<file path="src/rtl/uart_rx_link.sv">
`default_nettype none
// ============================================================================
// Module   : uart_rx_link
// Purpose  : 8N1 UART receiver with a 16x oversampled, majority-voted decoder
//            and a one-entry valid/ready holding register.
// Revision : 1.0
// ============================================================================
module uart_rx_link #(
    parameter int CLK_HZ     = 75_000_000,
    parameter int BAUD       = 115_200,
    parameter int OVERSAMPLE = 16,
    parameter int DIV        = (CLK_HZ + BAUD*OVERSAMPLE/2)/(BAUD*OVERSAMPLE)
) (
    input  logic       clk,
    input  logic       rst,
    input  logic       rx,
    output logic [7:0] data,
    output logic       valid,
    input  logic       ready,
    output logic       frame_err,
    output logic       overrun,
    output logic       busy
);

    localparam int c_DIV_W = $clog2(DIV + 1);

    localparam logic [2:0] c_S_IDLE      = 3'd0;
    localparam logic [2:0] c_S_START     = 3'd1;
    localparam logic [2:0] c_S_DATA      = 3'd2;
    localparam logic [2:0] c_S_STOP      = 3'd3;
    localparam logic [2:0] c_S_WAIT_IDLE = 3'd4;

    logic               r_rx_meta;
    logic               r_rx_s;
    logic [2:0]         r_state;
    logic [2:0]         w_next;
    logic [c_DIV_W-1:0] r_div_cnt;
    logic [3:0]         r_tick_idx;
    logic [2:0]         r_bit_idx;
    logic               r_s7;
    logic               r_s8;
    logic [7:0]         r_shift;
    logic [7:0]         r_byte;
    logic               r_dlv;
    logic               r_ferr_p;
    logic               w_tick;
    logic               w_t9;
    logic               w_t16;
    logic               w_vote;
    logic               w_deliver;
    logic               w_ferr;

    always_ff @(posedge clk) begin
        if (rst) begin
            r_rx_meta <= 1'b1;
            r_rx_s    <= 1'b1;
        end else begin
            r_rx_meta <= rx;
            r_rx_s    <= r_rx_meta;
        end
    end

    assign w_tick = (r_div_cnt == c_DIV_W'(DIV - 1));
    assign w_t9   = w_tick && (r_tick_idx == 4'd8);
    assign w_t16  = w_tick && (r_tick_idx == 4'd15);
    // Tick-9 sample is taken live from rx_s alongside the stored tick-7/8 samples.
    assign w_vote = (r_s7 & r_s8) | (r_s7 & r_rx_s) | (r_s8 & r_rx_s);

    // Oversampling counters; held clear in IDLE so START always begins at tick 0.
    always_ff @(posedge clk) begin
        if (rst) begin
            r_div_cnt  <= '0;
            r_tick_idx <= 4'd0;
            r_bit_idx  <= 3'd0;
            r_s7       <= 1'b1;
            r_s8       <= 1'b1;
            r_shift    <= 8'd0;
        end else if (r_state == c_S_IDLE) begin
            r_div_cnt  <= '0;
            r_tick_idx <= 4'd0;
            r_bit_idx  <= 3'd0;
        end else if (w_tick) begin
            r_div_cnt  <= '0;
            r_tick_idx <= r_tick_idx + 4'd1;
            if (r_tick_idx == 4'd6) r_s7 <= r_rx_s;
            if (r_tick_idx == 4'd7) r_s8 <= r_rx_s;
            if (r_state == c_S_DATA && r_tick_idx == 4'd8)
                r_shift <= {w_vote, r_shift[7:1]};
            if (r_state == c_S_DATA && r_tick_idx == 4'd15)
                r_bit_idx <= r_bit_idx + 3'd1;
        end else begin
            r_div_cnt <= r_div_cnt + c_DIV_W'(1);
        end
    end

    always_ff @(posedge clk) begin
        if (rst) r_state <= c_S_IDLE;
        else     r_state <= w_next;
    end

    always_comb begin
        w_next = r_state;
        case (r_state)
            c_S_IDLE:      if (!r_rx_s) w_next = c_S_START;
            c_S_START: begin
                if (w_t9 && w_vote) w_next = c_S_IDLE;
                else if (w_t16)     w_next = c_S_DATA;
            end
            c_S_DATA:      if (w_t16 && r_bit_idx == 3'd7) w_next = c_S_STOP;
            c_S_STOP:      if (w_t9) w_next = w_vote ? c_S_IDLE : c_S_WAIT_IDLE;
            c_S_WAIT_IDLE: if (r_rx_s) w_next = c_S_IDLE;
            default:       w_next = c_S_IDLE;
        endcase
    end

    always_comb begin
        busy      = (r_state != c_S_IDLE);
        w_deliver = (r_state == c_S_STOP) && w_t9 && w_vote;
        w_ferr    = (r_state == c_S_STOP) && w_t9 && !w_vote;
    end

    // The stop decision is registered once, so every output moves one clock later.
    always_ff @(posedge clk) begin
        if (rst) begin
            r_dlv    <= 1'b0;
            r_ferr_p <= 1'b0;
            r_byte   <= 8'd0;
        end else begin
            r_dlv    <= w_deliver;
            r_ferr_p <= w_ferr;
            if (w_deliver) r_byte <= r_shift;
        end
    end

    always_ff @(posedge clk) begin
        if (rst) begin
            data      <= 8'd0;
            valid     <= 1'b0;
            frame_err <= 1'b0;
            overrun   <= 1'b0;
        end else begin
            frame_err <= r_ferr_p;
            overrun   <= 1'b0;
            if (r_dlv) begin
                if (!valid || ready) begin
                    data  <= r_byte;
                    valid <= 1'b1;
                end else begin
                    overrun <= 1'b1;
                end
            end else if (valid && ready) begin
                valid <= 1'b0;
            end
        end
    end

endmodule
`default_nettype wire

</file>
<file path="config.mk">
export PLATFORM = sky130hd
export DESIGN_NAME = uart_rx_link
export DESIGN_NICKNAME = d
export VERILOG_FILES = /design/src/rtl/uart_rx_link.sv
export SDC_FILE = /design/constraint.sdc
export NUM_CORES = 1
export LEC_CHECK = 0
export ABC_AREA = 0
export CAP_MARGIN = 20
export CORE_MARGIN = 4
export CORE_UTILIZATION = 35
export DETAILED_ROUTE_END_ITERATION = 10
export DONT_BUFFER_PORTS = 1
export GPL_TIMING_DRIVEN = 0
export PLACE_DENSITY = 0.59
export SLEW_MARGIN = 20
export SYNTH_ARGS = -nofsm -noshare
export SYNTH_HDL_FRONTEND = slang
export SYNTH_SLANG_ARGS = --single-unit
</file>
<file path="constraint.sdc">
create_clock -name clk -period 4.05 [get_ports clk]
set_input_delay 0.405 -clock clk [delete_from_list [all_inputs] [get_ports clk]]
set_output_delay 0.405 -clock clk [all_outputs]
set_load 0.05 [all_outputs]
</file>
==> results.toml <==
[sta]
finalMaxSlewViolations = 0
layout_setup_ws_ns = 2.00
rsz0062_at_grt = "no"
setup_viol = 0
finClkSkew_ns = 0.00714
hold_violations = 0
worst_pin_slew_ns = 0.997
fin_crit_sh_pct = 50.6
hold_ws_ns = 0.180
setup_tns_ns = 0
final.min_clock_period_ns = 2.05
clock.fmax_mhz = 488
max_slew_margin_pct = 33.1

[global_routing]
antenna_found_initial = 0
grt_first_pass_wirelength_um = 6160
grt_max_degree = 16
grt_usage_pct = 10.8
grt_pass1_vias = 1355
grt_overflow = 0

[layout]
nets = 223
multiInputGateArea_sq_um = 948
layout.cells.most_common = "dfxtp_1"
area_growth_pct = 10.0
diodes = 0
final_cell_mix = "dfxtp_1, nor2_1, mux2i_1"
drive_above_1_share_pct = 7.98
regArea_sq_um = 981
instances_no_fill = 285
n_fill_cell = 574

[route]
drt-initial-drc-count = 49
first_pass_iters = 5
ant_nets = 0
routed_wl_um = 3410
vias = 1339
route.detailed.drc = 0
wire_per_inst_um = 12.0
routed_via_density = 4.70

[logic_synthesis]
postSynthCellCount = 205
synth_cell_type_count = 35
synth-seq-cells = 49
synthesis.nets = 216
syn-cell-area_sq_um = 2010
synth_edf_count = 0
synth_top_cell_area_share_pct = 48.9
async_flop_share_pct = 0
synth_ff_type = "dfxtp_1"
yosysWarnings = 0
ys_seq_area_share_pct = 48.9
synth_top_area_cell = "dfxtp_1"
avgSynthCellArea_sq_um = 9.79
synthTopCellsByArea = "dfxtp_1, mux2i_1, nor2_1, ha_1, xnor2_1"

[clock_network]
cts_tree = "built"
clk_latency_ns = 0.30
cts_buffers = 5
clock_path_buffers = 2
root_buffer = "clkbuf_8"
hold_buffers = 0
cts.sinks = 49
clk_pin_slew_ns = 0.09
postCtsResizedCells = 0
h-tree-depth = 2
post_cts_buffers = 0

[floorplanning]
io-pin-count = 16
dieArea_sq_um = 7010
fp.dieH_um = 83.7
fp-row-count = 27
initial_core_util_pct = 36.2
fp.dieW_um = 83.7
core_sq_um = 5540

[placed_design]
gp_congestion = 0.762
dp_hpwl_um = 2460
dp_slack_ns = 2.00
portBuffers = 0
dp.cells = 277

[worst_hold_path]
whs_endpoint = "overrun"
hold_path_class = "input port to flop"
holdPathStages = 1
hp-start = "ready"

[power_and_ir_drop]
p_per_area_nw_per_um2 = 384
ir_drop_uv = 169
p_leak_nw = 0.892

[worst_setup_path]
start_kind = "flop"
r2r-start = "r_div_cnt[0]"
crit_required_ns = 4.23
r2r_end = "r_shift[4]"
cp_data_arrival_time_ns = 2.22
crit_type = "flop to flop"
rrSetupSlack_ns = 2.00
r2r_cells = 6
cp_max_fo = 8
cp-end-kind = "flop"

[run]
maxCapViolations = 0

[status]
status = "finished clean"
## layout make-up
cell class	count	share of cell area [%]
plain buffers	10	1.98
clock inverters	2	1.76
multi-input cells	137	42.9
flip-flops and latches	49	44.4
clock buffers	6	3.29
well taps	72	4.08
inverters	9	1.53
## power breakdown
group	leakage, nW	internal [W]	switching, W
registers	0.395	0.000483	0.00000204
clock network	0.0554	0.000185	0.000159
logic	0.441	0.00000467	0.0000134
total	0.892	0.000673	0.000175
## registers in the layout, summed over array words and instances (netlist names)
signal and flops:
r_s8 1, r_shift 8, valid 1, r_ferr_p 1, r_dlv 1, data 8, r_tick_idx 4, r_div_cnt 6
r_bit_idx 3, r_rx_meta 1, r_s7 1, r_state 3, overrun 1, r_byte 8, r_rx_s 1, frame_err 1
## per-layer routing
layer	vias to the layer above	GRT usage (%)	share of wire, %
met2	21	16.9	44
li1	701	-	-
met5	-	0	0
met3	4	3.55	3.6
met1	613	13.5	50
met4	0	4.39	1.9
## worst max-delay path, cell delays in order (launching register included)
cell and delay (ns):
dfxtp_1 0.34, inv_1 0.06, ha_1 0.18, nand4b_1 0.27
nor4_4 0.74, mux2i_1 0.27, nor2_1 0.06
## how the worst max path moves through the flow
stage	depth (start not counted)	from	end
after floorplan	4	valid	data[0]
after global placement	6	r_div_cnt[0]	r_shift[1]
after detailed placement	6	r_div_cnt[0]	r_shift[4]
after CTS	6	r_div_cnt[0]	r_shift[4]
after global routing	6	r_div_cnt[0]	r_shift[4]
final	6	r_div_cnt[0]	r_shift[4]
## cells by family (layout without fill, tap and decap cells)
| kind of cell | Yosys count | in the layout | synth area share [%] |
|---|---|---|---|
| AND/OR/NAND/NOR | 81 | 81 | 21.1 |
| XOR/XNOR | 10 | 10 | 4.36 |
| AO/OA/AOI/OAI | 10 | 10 | 2.99 |
| adder cells (fa/ha/maj) | 8 | 8 | 4.86 |
| buffers and inverters | 19 | 27 | 3.87 |
| flip-flops | 49 | 49 | 48.9 |
| multiplexers | 28 | 28 | 14.0 |
## synthesized netlist by cell type, types with 2 or more instances
cell,count
a211oi_1,2
a21oi_1,3
buf_2,2
clkbuf_1,6
dfxtp_1,49
ha_1,7
inv_1,9
mux2i_1,28
nand2_1,3
nand3_1,3
nand3b_1,2
nand4_1,3
nand4b_1,4
nor2_1,46
nor3_1,6
o21ai_0,2
or2_2,4
xnor2_1,7
xor2_1,3
## through the flow
stage	cell area, sq um	total power (W)	util (%)
floorplan	2010	0.000510	-
global placement	2100	0.000515	37.9
detailed placement	2100	0.000515	37.9
CTS	2210	0.000865	39.9
global route	2210	0.000885	39.9
finish	2210	0.000848	39.9
No activity file was read; power rests on OpenSTA's default activity.
